`config.mk`:
```
export PLATFORM = sky130hd
export DESIGN_NAME = switch_debounce_2ch
export DESIGN_NICKNAME = d
export VERILOG_FILES = /design/src/rtl/switch_debounce_2ch.sv
export SDC_FILE = /design/constraint.sdc
export NUM_CORES = 1
export LEC_CHECK = 0
export CAP_MARGIN = 10
export CORE_MARGIN = 2
export CORE_UTILIZATION = 40
export CTS_CLUSTER_DIAMETER = 200
export CTS_CLUSTER_SIZE = 28
export DETAILED_ROUTE_END_ITERATION = 16
export MAX_ROUTING_LAYER = met4
export PLACE_DENSITY = 0.59
export SYNTH_ARGS = -nofsm -noshare
export SYNTH_HDL_FRONTEND = slang
export SYNTH_SLANG_ARGS = --single-unit
```
`constraint.sdc`:
```
create_clock -name clk -period 2 [get_ports clk]
set_input_delay 0.4 -clock clk [delete_from_list [all_inputs] [get_ports clk]]
set_output_delay 0.4 -clock clk [all_outputs]
set_load 0.05 [all_outputs]
```
`src/rtl/switch_debounce_2ch.sv`:
```
// switch_debounce_2ch: two independent synchronise-and-debounce channels producing clean levels
// plus one-cycle rise/fall strobes for the downstream AND gate and counters.
module switch_debounce_2ch #(
    parameter int SYNC_STAGES = 2,
    parameter int STABLE_CNT  = 50000,
    parameter int CNT_W       = 16
) (
    input  logic clk,
    input  logic rst_n,
    input  logic sw_a_in,
    input  logic sw_b_in,
    output logic a_out,
    output logic b_out,
    output logic a_rise,
    output logic a_fall,
    output logic b_rise,
    output logic b_fall
);
    typedef enum logic {STABLE, CHECK} state_t;

    if (SYNC_STAGES < 2) begin : g_bad_sync
        $error("SYNC_STAGES must be at least 2");
    end
    if (STABLE_CNT < 2) begin : g_bad_cnt
        $error("STABLE_CNT must be at least 2");
    end
    if ((64'd1 << CNT_W) <= 64'(STABLE_CNT)) begin : g_bad_w
        $error("CNT_W too narrow for STABLE_CNT");
    end

    logic [1:0] w_raw, w_lvl, w_rise, w_fall;

    assign w_raw = {sw_b_in, sw_a_in};

    for (genvar c = 0; c < 2; c++) begin : g_ch
        logic [SYNC_STAGES-1:0] r_sync;
        logic [CNT_W-1:0]       r_cnt;
        state_t                 r_state;
        logic                   r_lvl, r_rise, r_fall;
        logic                   w_sync, w_diff;

        assign w_sync = r_sync[SYNC_STAGES-1];
        assign w_diff = w_sync != r_lvl;

        always_ff @(posedge clk or negedge rst_n) begin
            if (!rst_n) r_sync <= '0;
            else        r_sync <= {r_sync[SYNC_STAGES-2:0], w_raw[c]};
        end

        // Counter never exceeds STABLE_CNT-1: reaching it either accepts the level or the
        // mismatch vanished, and both paths clear it.
        always_ff @(posedge clk or negedge rst_n) begin
            if (!rst_n) begin
                r_state <= STABLE;
                r_cnt   <= '0;
                r_lvl   <= 1'b0;
                r_rise  <= 1'b0;
                r_fall  <= 1'b0;
            end else begin
                r_rise <= 1'b0;
                r_fall <= 1'b0;
                case (r_state)
                    STABLE: if (w_diff) begin
                        r_state <= CHECK;
                        r_cnt   <= CNT_W'(1);
                    end
                    CHECK: if (!w_diff) begin
                        r_state <= STABLE;
                        r_cnt   <= '0;
                    end else if (r_cnt == CNT_W'(STABLE_CNT - 1)) begin
                        r_state <= STABLE;
                        r_cnt   <= '0;
                        r_lvl   <= w_sync;
                        r_rise  <= w_sync;
                        r_fall  <= !w_sync;
                    end else begin
                        r_cnt <= r_cnt + 1'b1;
                    end
                    default: r_state <= STABLE;
                endcase
            end
        end

        assign w_lvl[c]  = r_lvl;
        assign w_rise[c] = r_rise;
        assign w_fall[c] = r_fall;
    end

    assign a_out  = w_lvl[0];
    assign b_out  = w_lvl[1];
    assign a_rise = w_rise[0];
    assign a_fall = w_fall[0];
    assign b_rise = w_rise[1];
    assign b_fall = w_fall[1];
endmodule

```
Yosys cells after proc, flatten, opt, wreduce, memory -nomap -nowiden

Cells that the tools add are included.

Register bits after elaboration: 44
Input bits: 4
Output and inout bits: 6
Logic and storage cells: 54

Equality and inequality tests: 6
Bitwise logic cells: 2
Add/subtract/negate cells: 2
Muxes and demuxes: 28
Reduce and logical (&&, ||, !) cells: 4

Operator list:

| cell                                          | number |
|---|---|
| two-way mux 16 bit                            | 6 |
| case mux 16 bit (2 select lines)              | 2 |
| adder 16 x 1 -> 16 bit, second input constant | 2 |
| equality test 16 bit, second input constant   | 2 |
| two-way mux 1 bit                             | 18 |
| AND reduction 3 bit                           | 2 |
| != test 2 bit, second input constant          | 2 |
| case mux 1 bit (2 select lines)               | 2 |
| logical NOT 1 bit                             | 2 |
| != test 1 bit                                 | 2 |
| NOT 1 bit                                     | 2 |

Longest topological paths before layout

Gate-level depths: netlist (run 1).

Word-level depth: 4
Gate-level depth with buffers: 8

Least setup slack after synthesis (run 1)

No wires, ideal clock.

Path kind: flip-flop to flip-flop
From: register g_ch[0].r_cnt[13]
To: register g_ch[0].r_cnt[10]
Period minus slack after synthesis: 1.987 ns
Required time: 1.865 ns
Buffers on the path: 1
Arrival time: 1.853 ns
Cell stages (with the launch flop): 7
Library setup time: 0.135 ns
Slack: 0.013 ns
Cells stage by stage: dfrtp_1 -> or4_4 -> nor4_4 -> nor2_2 -> buf_6 -> a41oi_1 -> a31oi_1

Cells in the longest elaborated chain, start to end: 4

Ends and longest elaborated chain:

| what                             | RTL line | RTL |
|---|---|---|
| start: declaration               | 37       | `logic [CNT_W-1:0] r_cnt;` |
| start signal: assignment         | 77       | `r_cnt <= r_cnt + 1'b1;` |
| equality test 16 bit             | 70       | `end else if (r_cnt == CNT_W'(STABLE_CNT - 1)) begin` |
| two-way mux 16 bit               | 70       |  |
| two-way mux 16 bit               | 67       | `CHECK: if (!w_diff) begin` |
| case mux 16 bit (2 select lines) | 62       | `case (r_state)` |

No other way between the ends.
A chain may end at the register's enable or synchronous reset.

Worst setup path in the final report (run 1)

From: register g_ch[1].r_lvl, in the netlist b_out
To: output port b_out

RTL lines:

| what                     | RTL line | RTL |
|---|---|---|
| start: declaration       | 39       | `logic r_lvl, r_rise, r_fall;` |
| start signal: assignment | 73       | `r_lvl <= w_sync;` |
| end: declaration         | 13       | `output logic b_out,` |

No word-level cell between the ends.

==> results of run 1 <==
[layer usage]
metal | GRT usage | part of all wire
met3 | 0.03140 | 0.034
met5 | - | 0
met4 | 0.05789 | 0.0093
met2 | 0.2310 | 0.42
met1 | 0.2664 | 0.53
[area by class of cell]
class	instances	area (sq um)	area share
multi-input combinational	171	1037	0.3972
tap	70	87.58	0.03354
timing repair buffer	33	292.8	0.1121
inverter	4	15.01	0.005750
clock inverter	1	5.005	0.001917
clock buffer	6	72.57	0.02779
sequential	44	1101	0.4217
[placed cells by master, fill, tap and decap left out, types with 6 or more instances in the layout]
cell and count:
sky130_fd_sc_hd__nor2_1 10, sky130_fd_sc_hd__buf_4 22, sky130_fd_sc_hd__o21ai_0 7, sky130_fd_sc_hd__clkdlybuf4s50_1 7, sky130_fd_sc_hd__a31oi_1 18, sky130_fd_sc_hd__or3_1 6, sky130_fd_sc_hd__a21oi_1 12, sky130_fd_sc_hd__dfrtp_1 44
sky130_fd_sc_hd__nand2_1 33, sky130_fd_sc_hd__nand3_1 20
[cell families (layout without fill, tap and decap cells)]
group | count (synthesis) | count (layout) | synth area share
AOI/OAI and AO/OA | 56 | 56 | 0.1593
xor gates and xnor gates | 2 | 2 | 0.007997
adders and majority gates | 2 | 2 | 0.01142
buffers and inverters | 13 | 44 | 0.02741
DFF | 44 | 44 | 0.5026
muxes | 6 | 6 | 0.02856
and+or+nand+nor | 105 | 105 | 0.2627
[state kept, by name, summed over array words and instances (netlist names)]
name / flops
a_fall: 1
a_out: 1
a_rise: 1
b_fall: 1
b_out: 1
b_rise: 1
g_ch.r_cnt: 32
g_ch.r_state: 2
g_ch.r_sync: 4
[stage by stage]
stage                     instance area [sq um]  hold slack [ps]
after CTS                                  2594            65.70
after detailed placement                   2516            338.0
after global placement                     2516            335.3
after floorplan                            2191            104.4
after global routing                       2611            80.31
final                                      2611            48.58
[Yosys cell counts (2+ instances only)]
library cell / count / area share
sky130_fd_sc_hd__a41oi_1: 5 / 0.020
sky130_fd_sc_hd__a21oi_1: 12 / 0.027
sky130_fd_sc_hd__a22o_1: 3 / 0.012
sky130_fd_sc_hd__nand2_1: 33 / 0.057
sky130_fd_sc_hd__and2_1: 2 / 0.0057
sky130_fd_sc_hd__nor3b_1: 4 / 0.014
sky130_fd_sc_hd__mux2i_1: 4 / 0.018
sky130_fd_sc_hd__or3_1: 6 / 0.017
sky130_fd_sc_hd__and4_1: 2 / 0.0080
sky130_fd_sc_hd__buf_2: 3 / 0.0069
sky130_fd_sc_hd__and3_1: 5 / 0.014
sky130_fd_sc_hd__o21ai_0: 7 / 0.016
sky130_fd_sc_hd__a21o_1: 2 / 0.0069
sky130_fd_sc_hd__inv_1: 4 / 0.0069
sky130_fd_sc_hd__nor4bb_1: 2 / 0.0091
sky130_fd_sc_hd__nand3_1: 20 / 0.046
sky130_fd_sc_hd__nor4_1: 3 / 0.0086
sky130_fd_sc_hd__a31oi_1: 18 / 0.051
sky130_fd_sc_hd__nor2_1: 10 / 0.017
sky130_fd_sc_hd__nand4_1: 5 / 0.014
sky130_fd_sc_hd__o21ai_1: 5 / 0.011
sky130_fd_sc_hd__dfrtp_1: 44 / 0.50
sky130_fd_sc_hd__xor2_1: 2 / 0.0080
sky130_fd_sc_hd__ha_1: 2 / 0.011
sky130_fd_sc_hd__clkbuf_1: 5 / 0.0086
sky130_fd_sc_hd__nor2_2: 2 / 0.0057
sky130_fd_sc_hd__or2_2: 2 / 0.0057
[final timing paths]
path,from,endpoint,cells past startpoint
max,b_out,b_out,1
min,rst_n,g_ch[0].r_cnt[14],1
max reg2reg,g_ch[1].r_cnt[1],g_ch[1].r_cnt[8],6
min reg2reg,g_ch[1].r_sync[0],g_ch[1].r_sync[1],0
max in group asynchronous,rst_n,g_ch[1].r_cnt[13],2
min in group clk,g_ch[1].r_sync[0],g_ch[1].r_sync[1],0
[timing repair]
item | CTS | global route
buffers inserted | 0 | 1
endpoints found under the setup margin | 0 | 19
resized for setup | 0 | 4
[power by group through the flow]
stage / Clock [mW] / Sequential [mW] / Combinational [mW]
after floorplan: 0 / 0.943 / 0.0667
after global placement: 0 / 0.942 / 0.140
after detailed placement: 0 / 0.942 / 0.140
after CTS: 0.543 / 0.924 / 0.141
after global routing: 0.580 / 0.928 / 0.158
final: 0.514 / 0.924 / 0.139
==> impl_metrics.tcl, run 1 <==
set metrics [dict create \
    share_seq_of_total_power 0.586 \
    path_cells "clkdlybuf4s50_1" \
    power_density_nw_per_um2 603.9 \
    synth_to_final_area_change_pct 19.19 \
    dieArea_sq_um 6085 \
    cts-hold-fix-buffers 0 \
    detail_route.first_pass.iterations 5 \
    report.power.total_mw 1.577 \
    syn_nets 234 \
    tns_ps 0 \
    total_number_of_vias 1822 \
    comb_power_share 0.088 \
    placement.setup.worst_slack_ps 76.10 \
    layout-drive-gt1-share 0.1544 \
    fraction_of_power_consumed_by_the_clock_network 0.326 \
    path_delay_family "buffers and inverters" \
    leakagePower_nw 1.130 \
    clock_slew_seen_by_the_registers_of_the_worst_setup_and_hold_paths_ps 80 \
    setup_slack_ps 75.20 \
    grt_pass1_vias 1698 \
    ys.warnings.count 0 \
    slew_limit_headroom 0.5941 \
    synthDistinctLibCells 43 \
    cts_sink_cnt 44 \
    h-tree-depth 2 \
    hold_class "in2async" \
    num-fill-cells 506 \
    worst-endpoint-arrival_ps 1520 \
    synth_enable_flop_cells 0 \
    post-route-min-period_ps 1925 \
    floorplan.die.width_um 78.01 \
    cts_inserted_buffers 5 \
    finalMaxSlewViolations 0 \
    report.final.hold_viol_count 0 \
    netlist_area_sq_um 2191 \
    worst_path_max_delay_cell "sky130_fd_sc_hd__clkdlybuf4s50_1" \
    layout_worst_path_cycle_share 0.9624 \
    worstMarginPinSlew_ps 603.3 \
    routed_vias_inst 5.538 \
    clk_skew_ps 9.316 \
    r2r_setup_slack_ps 140 \
    intPower_mw 1.205 \
    finalNetCount 265 \
    row_count 26 \
    syn_area_per_cell_sq_um 9.609 \
    async_reset_ff_frac 1.000 \
    maxCapViolations 0 \
    clock_latency_ps 290 \
    layoutNonFillerInstCount 329 \
    switching_share 0.2360 \
    count_of_mapped_cells_out_of_synthesis 228 \
    clock.fmax_mhz 519.5 \
    finalWeightedCongestion 0.8363 \
    worst_setup_sp_type "flip-flop" \
    initial_utilization 0.4209 \
    final-setup-viol-count 0 \
    grt_setup_unrepaired "false" \
    starting_drt_drc_count 120 \
    cts_tree "yes" \
    kind_of_capture_point_of_the_worst_setup_path "output pin" \
    critPathBufInv 1 \
    status "completed" \
    post-place-cells 321 \
    port_buffers 9 \
    root_buffer "sky130_fd_sc_hd__clkbuf_8" \
    switching_power_mw 0.3722 \
    worstSetupPathType "reg2out" \
    clock_path_buffers 2 \
    antenna_fix_cells 0 \
    design.core.area_sq_um 5205 \
    gr-total-overflow 0 \
    first_pass_grt_wire_length_mm 8.286 \
    crit_path_max_incr_delay_ps 830 \
    synth_ff_type "sky130_fd_sc_hd__dfrtp_1" \
    grt_max_degree 26 \
    fp.dieH_um 78.01 \
    grt_util_all_layers 0.1743 \
    path_max_fanout 5 \
    power.ir.vdd_worst_mv 0.4272 \
    required_ps 1600 \
    dp_hpwl_mm 3.249 \
    routed_wire_length_per_instance_um 13.76 \
    ys_seq_elements 44 \
    io-pin-count 10 \
    utilization 0.5017 \
    seq_area_frac_synth 0.5026 \
    drc 0 \
    drtAntennaViolNets 0 \
    routed_wirelength_mm 4.528 \
    grt_antenna_before_repair 0 \
]
(Power assumes the default switching activity.)
==> run 2: changes to the inputs <==
--- a/config.mk
+++ b/config.mk
@@ -5,7 +5,7 @@
 export SDC_FILE = /design/constraint.sdc
 export NUM_CORES = 1
 export LEC_CHECK = 0
-export CAP_MARGIN = 10
+export CAP_MARGIN = 25
 export CORE_MARGIN = 2
 export CORE_UTILIZATION = 40
 export CTS_CLUSTER_DIAMETER = 200
@@ -13,6 +13,7 @@
 export DETAILED_ROUTE_END_ITERATION = 16
 export MAX_ROUTING_LAYER = met4
 export PLACE_DENSITY = 0.59
+export SKIP_LAST_GASP = 1
 export SYNTH_ARGS = -nofsm -noshare
 export SYNTH_HDL_FRONTEND = slang
 export SYNTH_SLANG_ARGS = --single-unit
==> results of run 2 <==
The final DEF is identical to that of run 1; final timing and power are the same.
==> run 3: changes to the inputs <==
--- a/config.mk
+++ b/config.mk
@@ -9,10 +9,10 @@
 export CORE_MARGIN = 2
 export CORE_UTILIZATION = 40
 export CTS_CLUSTER_DIAMETER = 200
-export CTS_CLUSTER_SIZE = 28
+export CTS_CLUSTER_SIZE = 12
 export DETAILED_ROUTE_END_ITERATION = 16
 export MAX_ROUTING_LAYER = met4
-export PLACE_DENSITY = 0.59
+export PLACE_DENSITY = 0.64
 export SKIP_LAST_GASP = 1
 export SYNTH_ARGS = -nofsm -noshare
 export SYNTH_HDL_FRONTEND = slang
==> run 3 against run 2 <==
Final area shrank 1.9%. Setup slack is essentially flat. Non-clock buffer count shrank 5. Sequential cell count is the same. Global-route usage shrank 0.20 points. Critical path type unchanged.
==> impl_metrics.tcl, run 3 (synthesis gave the netlist of run 1 again) <==
set metrics [dict create \
    drtAntennaViolNets 0 \
    cts-hold-fix-buffers 0 \
    utilization 0.4921 \
    mostFrequentLayoutCells "sky130_fd_sc_hd__dfrtp_1, sky130_fd_sc_hd__nand2_1, sky130_fd_sc_hd__nand3_1" \
    post-route-min-period_ps 1925 \
    slew_limit_headroom 0.6175 \
    initial_utilization 0.4209 \
    port_buffers 9 \
    largest_reg_flops 32 \
    row_count 26 \
    cts_tree "yes" \
    finalWeightedCongestion 0.7887 \
    final_design_area_no_fill_sq_um 2561 \
    layout_worst_path_cycle_share 0.9624 \
    starting_drt_drc_count 148 \
    worst_path_max_delay_cell "sky130_fd_sc_hd__clkdlybuf4s50_1" \
    synth_to_final_area_change_pct 16.90 \
    path_max_fanout 5 \
    routed_vias_inst 5.673 \
    io-pin-count 10 \
    share_seq_of_total_power 0.584 \
    worst-endpoint-arrival_ps 1520 \
    first_pass_grt_wire_length_mm 8.066 \
    power.ir.vdd_worst_mv 0.4251 \
    clock_path_buffers 2 \
    clock_latency_ps 290 \
    routed_wire_length_per_instance_um 14.35 \
    leakagePower_nw 1.101 \
    report.final.hold_viol_count 0 \
    top_regs "g_ch.r_cnt (32), g_ch.r_sync (4), g_ch.r_state (2)" \
    cts_sink_cnt 44 \
    worstMarginPinSlew_ps 571.6 \
    final-setup-viol-count 0 \
    intPower_mw 1.200 \
    switching_power_mw 0.3818 \
    hold_class "in2async" \
    clk_skew_ps 8.401 \
    grt_pass1_vias 1697 \
    kind_of_capture_point_of_the_worst_setup_path "output pin" \
    path_delay_family "buffers and inverters" \
    critPathBufInv 1 \
    hold_slack_ps 16.25 \
    dp_hpwl_mm 3.318 \
    mostFrequentLayoutCell "sky130_fd_sc_hd__dfrtp_1" \
    grt_util_all_layers 0.1723 \
    routed_wirelength_mm 4.651 \
    grt_antenna_before_repair 0 \
    reg2reg_from "g_ch[0].r_cnt[13]" \
    finalMaxSlewViolations 0 \
    clock_slew_seen_by_the_registers_of_the_worst_setup_and_hold_paths_ps 80 \
    grt_max_degree 20 \
    drc 0 \
    comb_power_share 0.084 \
    num-fill-cells 507 \
    grt_setup_unrepaired "false" \
    status "completed" \
    h-tree-depth 2 \
    required_ps 1600 \
    dpl_cell_area_sq_um 2474 \
    worstSetupPathType "reg2out" \
    tns_ps 0 \
    path_cells "clkdlybuf4s50_1" \
    cp-startpoint "b_out" \
    cts_inserted_buffers 5 \
    layout-drive-gt1-share 0.1378 \
    floorplan.die.width_um 78.01 \
    fp.dieH_um 78.01 \
    r2r_end "a_out" \
    detail_route.first_pass.iterations 4 \
    total_number_of_vias 1838 \
    finalNetCount 260 \
    r2r_setup_slack_ps 110 \
    post-cts-setup-buffer-count 0 \
    gr-total-overflow 0 \
    worstSetupEndpoint "b_out" \
    root_buffer "sky130_fd_sc_hd__clkbuf_8" \
    cts_resized 0 \
    clock.fmax_mhz 519.6 \
    top_reg_by_flops "g_ch.r_cnt" \
    antenna_fix_cells 0 \
    worst_setup_sp_type "flip-flop" \
    crit_path_max_incr_delay_ps 830 \
    design.core.area_sq_um 5205 \
    fraction_of_power_consumed_by_the_clock_network 0.331 \
    power_density_nw_per_um2 617.6 \
    dieArea_sq_um 6085 \
    switching_share 0.2414 \
    report.power.total_mw 1.582 \
    r2r.worst_path.cells 5 \
    maxCapViolations 0 \
    worst-path-stages 1 \
]
run 3: metrics by stage:
step	instances	setup slack [ps]
detailed placement	317	55.57
finish	324	75.28
CTS	324	33.36
global route	324	16.77
floorplan	228	12.69
global placement	317	67.70
run 3: layout make-up:
cell class | count | area, sq um | share of cell area
Sequential cell | 44 | 1101 | 0.4299
Multi-Input combinational cell | 171 | 1037 | 0.4050
Timing Repair Buffer | 28 | 242.7 | 0.09477
Tap cell | 70 | 87.58 | 0.03420
Clock buffer | 6 | 72.57 | 0.02833
Inverter | 4 | 15.01 | 0.005862
Clock inverter | 1 | 5.005 | 0.001954
run 3: worst min-delay path by stage:
stage	endpoint	slack [ps]
floorplan	a_fall	100
CTS	g_ch[0].r_cnt[2]	20
finish	g_ch[0].r_cnt[2]	20
global route	g_ch[0].r_cnt[0]	30
detailed placement	g_ch[0].r_cnt[2]	340
global placement	g_ch[0].r_cnt[3]	340
run 3: layer usage:
metal  routed length [um]  track usage  up-vias
li1                     -            -      914
met5                    0            -        -
met1                 2286       0.2435      893
met2                 2182       0.2431       27
met3                  140      0.04884        4
met4                   42      0.04737        0
run 3: power groups by stage:
stage	Combinational (mW)	Sequential [mW]	Clock, mW
final	0.133	0.924	0.524
after global routing	0.153	0.929	0.582
after CTS	0.135	0.924	0.544
after detailed placement	0.134	0.942	0
after global placement	0.134	0.941	0
after floorplan	0.0667	0.943	0
==> edit 1 (config.mk and constraints of run 3) <==
Set the parameter `SYNC_STAGES` to 4 (it was 2).
--- a/src/rtl/switch_debounce_2ch.sv
+++ b/src/rtl/switch_debounce_2ch.sv
@@ -3,3 +3,3 @@
 module switch_debounce_2ch #(
-    parameter int SYNC_STAGES = 2,
+    parameter int SYNC_STAGES = 4,
     parameter int STABLE_CNT  = 50000,
Check against the original RTL: no difference found for any inputs over 10 cycles, from zero or initial values and one cycle with rst_n low; that may be too few to reach the edited logic, so the function may still have changed.
==> edit 1 against run 3 <==
- via count rose by 5.3%
- synthesized cell count is 2.6% higher
- power increased by 20%
- clock skew is essentially flat
- sequential cell count up 4
- design area increased by 9.0%
- setup slack lost 0.020 ns
- routed wire length is 5.6% higher
- sequential power up 11%
- die area grew 5.3%
- synthesized area rose by 5.5%
- sequential share of layout area up 0.066 points
- global-route usage increased by 0.071 points
- highest routed layer unchanged
==> edit 1: results (changes against run 3) <==
Outcome:
- The flow ran to the end, and the final reports show no timing, DRC or antenna violations.

Power and ir drop:
- The leakage power summed over all cells came to 1.226 nW (+11%).
- The sequential power is 1.03 mW (+11%).
- The switching power is 457.6 uW (+20%).
- The power attributed to the clock group is 727 uW (+39%).
- The combinational gate power is 139 uW (+5%).

Synthesis:
- The sequential cell area fraction in the yosys report came to 51.95% (+1.7 points).
- The post-synthesis compound-gate area fraction is 15.21% (-0.73 points).
- The synthesized-area fraction occupied by adder cells was 1.082% (-0.060 points).
- By area the synthesized netlist is led by sky130_fd_sc_hd__dfrtp_1, sky130_fd_sc_hd__a21oi_1, sky130_fd_sc_hd__nand3_1, sky130_fd_sc_hd__a31oi_1, sky130_fd_sc_hd__nor2_1.
- The net count after synthesis came to 240 (+2.6%).
- The mean post-synth cell area is 9.881 sq um (+2.8%).
- The xor and xnor fraction of the mapped netlist area is 1.136% (+0.34 points).

Route:
- The amount of wire on met2 after detailed routing came to 2.120 mm (-2.8%).
- The number of vias per cell after detailed routing came to 5.628 (-0.79%).
- The detail-routed net length per standard cell is 14.28 um (-0.51%).

Finish:
- The share of final-layout standard cells stronger than drive strength 1 came to 19.12% (+5.3 points).
- The largest registers in the layout are g_ch.r_cnt x32, g_ch.r_sync x8, g_ch.r_state x2.
- The total of fill cells in the finished design is 532 (+4.9%).
- The number of nets at the end of the flow was 277 (+6.5%).

Worst setup path:
- The worst path arrival time is 2.15 ns (+0.63 ns).
- The slowest stage of the critical path is the sky130_fd_sc_hd__or4b_4 cell.
- The register-to-register setup slack was 0.06 ns (-0.05 ns).
- The largest stage delay on the critical path is 0.56 ns (-0.27 ns).
- The reg-to-reg critical path startpoint is g_ch[0].r_cnt[11]$_DFFE_PN0P_.
- Among cell families on the critical path, the largest total delay comes from simple AND/OR/NAND/NOR gates.
- The startpoint-to-endpoint class of the critical path is reg -> reg.
- The endpoint identified for the worst register-to-register timing path is g_ch[0].r_cnt[5]$_DFFE_PN0P_.

Placed design:
- The post-placement cell area came to 2628 sq um (+6.2%).
- The half-perimeter wire length of the detailed placement result is 3.494 mm (+5.3%).

Global routing:
- The largest net degree at the start of global routing was 23 (+15%).
- The met2 global-route usage came to 24.75% (+0.44 points).
- The global routing usage summed across all routing layers is 17.30% (+0.071 points).
- The via count of the first global-routing pass is 1,771 (+4.4%).
- The met1 track demand over resource in global routing is 24.60% (+0.25 points).

Clock tree:
- The insertion delay of the later-clocked pin in the worst-skew pair is 0.31 ns (+0.02 ns).
## edit 1: changes by cell type after synthesis, moves of 5 or more
cell                             run 3  this run
sky130_fd_sc_hd__a21oi_1            12        21
sky130_fd_sc_hd__a31oi_1            18        12
sky130_fd_sc_hd__nand2_1            33        17
sky130_fd_sc_hd__nor2_1             10        18
sky130_fd_sc_hd__o21ai_0             7        12
sky130_fd_sc_hd__o21ai_1             5         0
## edit 1: cell type report
cell class                 instances  share of cell area [%]
sequential                        48                   43.06
multi-input combinational        172                   37.99
clock buffer                       5                   2.464
tap                               72                   3.226
timing repair buffer              36                   10.48
inverter                           8                   1.075
clock inverter                     3                   1.703
## edit 1: timing repair
action,in CTS,in global routing
pin swaps,0,6
hold endpoints to repair,0,0
setup endpoints to repair,1,12
resized for setup,0,8
buffers inserted,0,3
## edit 1: kinds of logic after synthesis
group / after synthesis
xor gates and xnor gates: 3
muxes: 5
adders and majority gates: 2
and+or+nand+nor: 104
AOI/OAI and AO/OA: 58
buffers and inverters: 14
DFF: 48
==> edit 2 (flow settings as in run 3) <==
Without the edit above. Add an input register stage for `sw_a_in` and `sw_b_in`, without a reset; this delays them by one clock.
--- a/src/rtl/switch_debounce_2ch.sv
+++ b/src/rtl/switch_debounce_2ch.sv
@@ -20,2 +20,10 @@
 
+    logic sw_a_q;
+    logic sw_b_q;
+
+    always_ff @(posedge clk) begin
+        sw_a_q <= sw_a_in;
+        sw_b_q <= sw_b_in;
+    end
+
     if (SYNC_STAGES < 2) begin : g_bad_sync
@@ -32,3 +40,3 @@
 
-    assign w_raw = {sw_b_in, sw_a_in};
+    assign w_raw = {sw_b_q, sw_a_q};
 
Check against the original RTL: same outputs for any inputs over 10 cycles, from zero or initial values and one cycle with rst_n low; that may be too few to reach the edited logic, so the function may still have changed.
==> edit 2 against run 3 <==
- sequential cell count grew 2
- setup slack lost 0.012 ns
- sequential share of layout area grew 0.26 points
- routed wire length grew 0.82%
- synthesized area grew 2.5%
- power grew 13%
- design area grew 3.1%
- first-iteration DRC count shrank 43%
- final cell count grew 3.1%
- utilization shrank 0.94 points
==> edit 2: results (changes against run 3) <==
Outcome:
- The flow ran to the end, and the final reports show no timing, DRC or antenna violations.

Synthesis:
- Counting instances in the post-synthesis netlist gives the leading cell types as sky130_fd_sc_hd__dfrtp_1, sky130_fd_sc_hd__nand2_1, sky130_fd_sc_hd__nand3_1, sky130_fd_sc_hd__a21oi_1.
- The share of cell area taken by muxes after synthesis was 2.340% (-0.52 points).
- The net count after synthesis came to 240 (+2.6%).
- The number of standard cells after synthesis is 234 (+2.6%).
- By area the synthesized netlist is led by sky130_fd_sc_hd__dfrtp_1, sky130_fd_sc_hd__nand3_1, sky130_fd_sc_hd__a21oi_1, sky130_fd_sc_hd__nand2_1, sky130_fd_sc_hd__a31oi_1.
- The synthesized-area fraction occupied by adder cells is 1.114% (-0.028 points).
- The proportion of register bits with asynchronous set or reset after synthesis came to 95.65% (-4.3 points).
- The post-synthesis compound-gate area fraction is 16.77% (+0.84 points).

Worst setup path:
- The terminus of the critical flop-to-flop path is g_ch[0].r_cnt[12]$_DFFE_PN0P_.
- The worst path arrival time is 1.54 ns (+0.02 ns).

Timing:
- The worst clock skew is 0.01017 ns (+0.001774 ns).
- The final critical-path required period is 1.936 ns (+0.01168 ns).

Finish:
- The share of final-layout standard cells stronger than drive strength 1 is 14.50% (+0.72 points).
- The number of nets at the end of the flow came to 267 (+2.7%).

Global routing:
- The first-pass GRT wire length is 7.769 mm (-3.7%).
- The largest net degree at the start of global routing is 23 (+15%).

Placed design:
- The post-placement cell area is 2520 sq um (+1.9%).
- The post-placement worst setup slack is -0.003438 ns (-0.05901 ns).
- The final estimated routing congestion in global placement came to 0.8353 (+5.9%).
- The half-perimeter wire length of the detailed placement result is 3.393 mm (+2.3%).

Route:
- The detailed router's first-iteration violation count is 85 (-43%).
- The post-detailed-routing wire length came to 4.689 mm (+0.82%).
- The detail-routed net length per standard cell is 14.04 um (-2.2%).

Power and ir drop:
- The switching part of the total power came to 22.91% (-1.2 points).
- The highest ir drop seen on vdd is 0.4944 mV (+16%).
- The leakage power summed over all cells is 1.092 nW (-0.83%).
==> edit 2: cells by family (layout without fill, tap and decap cells) <==
logic type                 Yosys count  in the layout
and+or+nand+nor                    101            101
AOI/OAI and AO/OA                   63             63
DFF                                 46             46
buffers and inverters               15             43
muxes                                5              5
adders and majority gates            2              2
xor gates and xnor gates             2              2
==> edit 2: layer usage <==
metal,GRT usage (%),part of all wire [%]
met1,20.71,47
met2,25.73,50
met3,4.659,2.8
met4,4.655,0.47
met5,-,0
==> edit 2: power by group through the flow <==
stage               clock network (mW)  registers [mW]  logic, mW
global placement                     0           0.990      0.119
CTS                              0.710           0.972      0.123
floorplan                            0           0.988     0.0686
detailed placement                   0           0.991      0.122
global route                     0.756           0.977      0.139
finish                           0.687           0.973      0.123
==> edit 2: repair_timing <==
item                       CTS  global route
pin swaps                    0             1
setup endpoints to repair    3            11
gates resized for setup      1             5
hold endpoints to repair     0             0
buffers inserted             0             0
==> edit 2: cell type report <==
cell class,count,area [sq um]
multi-input combinational,173,1049
clock buffer,6,72.57
clock inverter,2,37.54
tap,72,90.09
inverter,8,30.03
fill,519,2831
timing repair buffer,27,220.2
sequential,46,1142
==> edit 2: worst min-delay path by stage <==
stage / startpoint / to / slack (ns) / cells after the start
after floorplan: rst_n / a_fall$_DFF_PN0_ / 0.10 / 0
after global placement: sw_a_q$_DFF_P_ / g_ch[0].r_sync[0]$_DFF_PN0_ / 0.32 / 0
after detailed placement: sw_a_q$_DFF_P_ / g_ch[0].r_sync[0]$_DFF_PN0_ / 0.32 / 0
after CTS: rst_n / g_ch[0].r_cnt[2]$_DFFE_PN0P_ / 0.05 / 1
after global routing: rst_n / g_ch[0].r_cnt[2]$_DFFE_PN0P_ / 0.06 / 1
final: rst_n / g_ch[0].r_cnt[2]$_DFFE_PN0P_ / 0.04 / 1
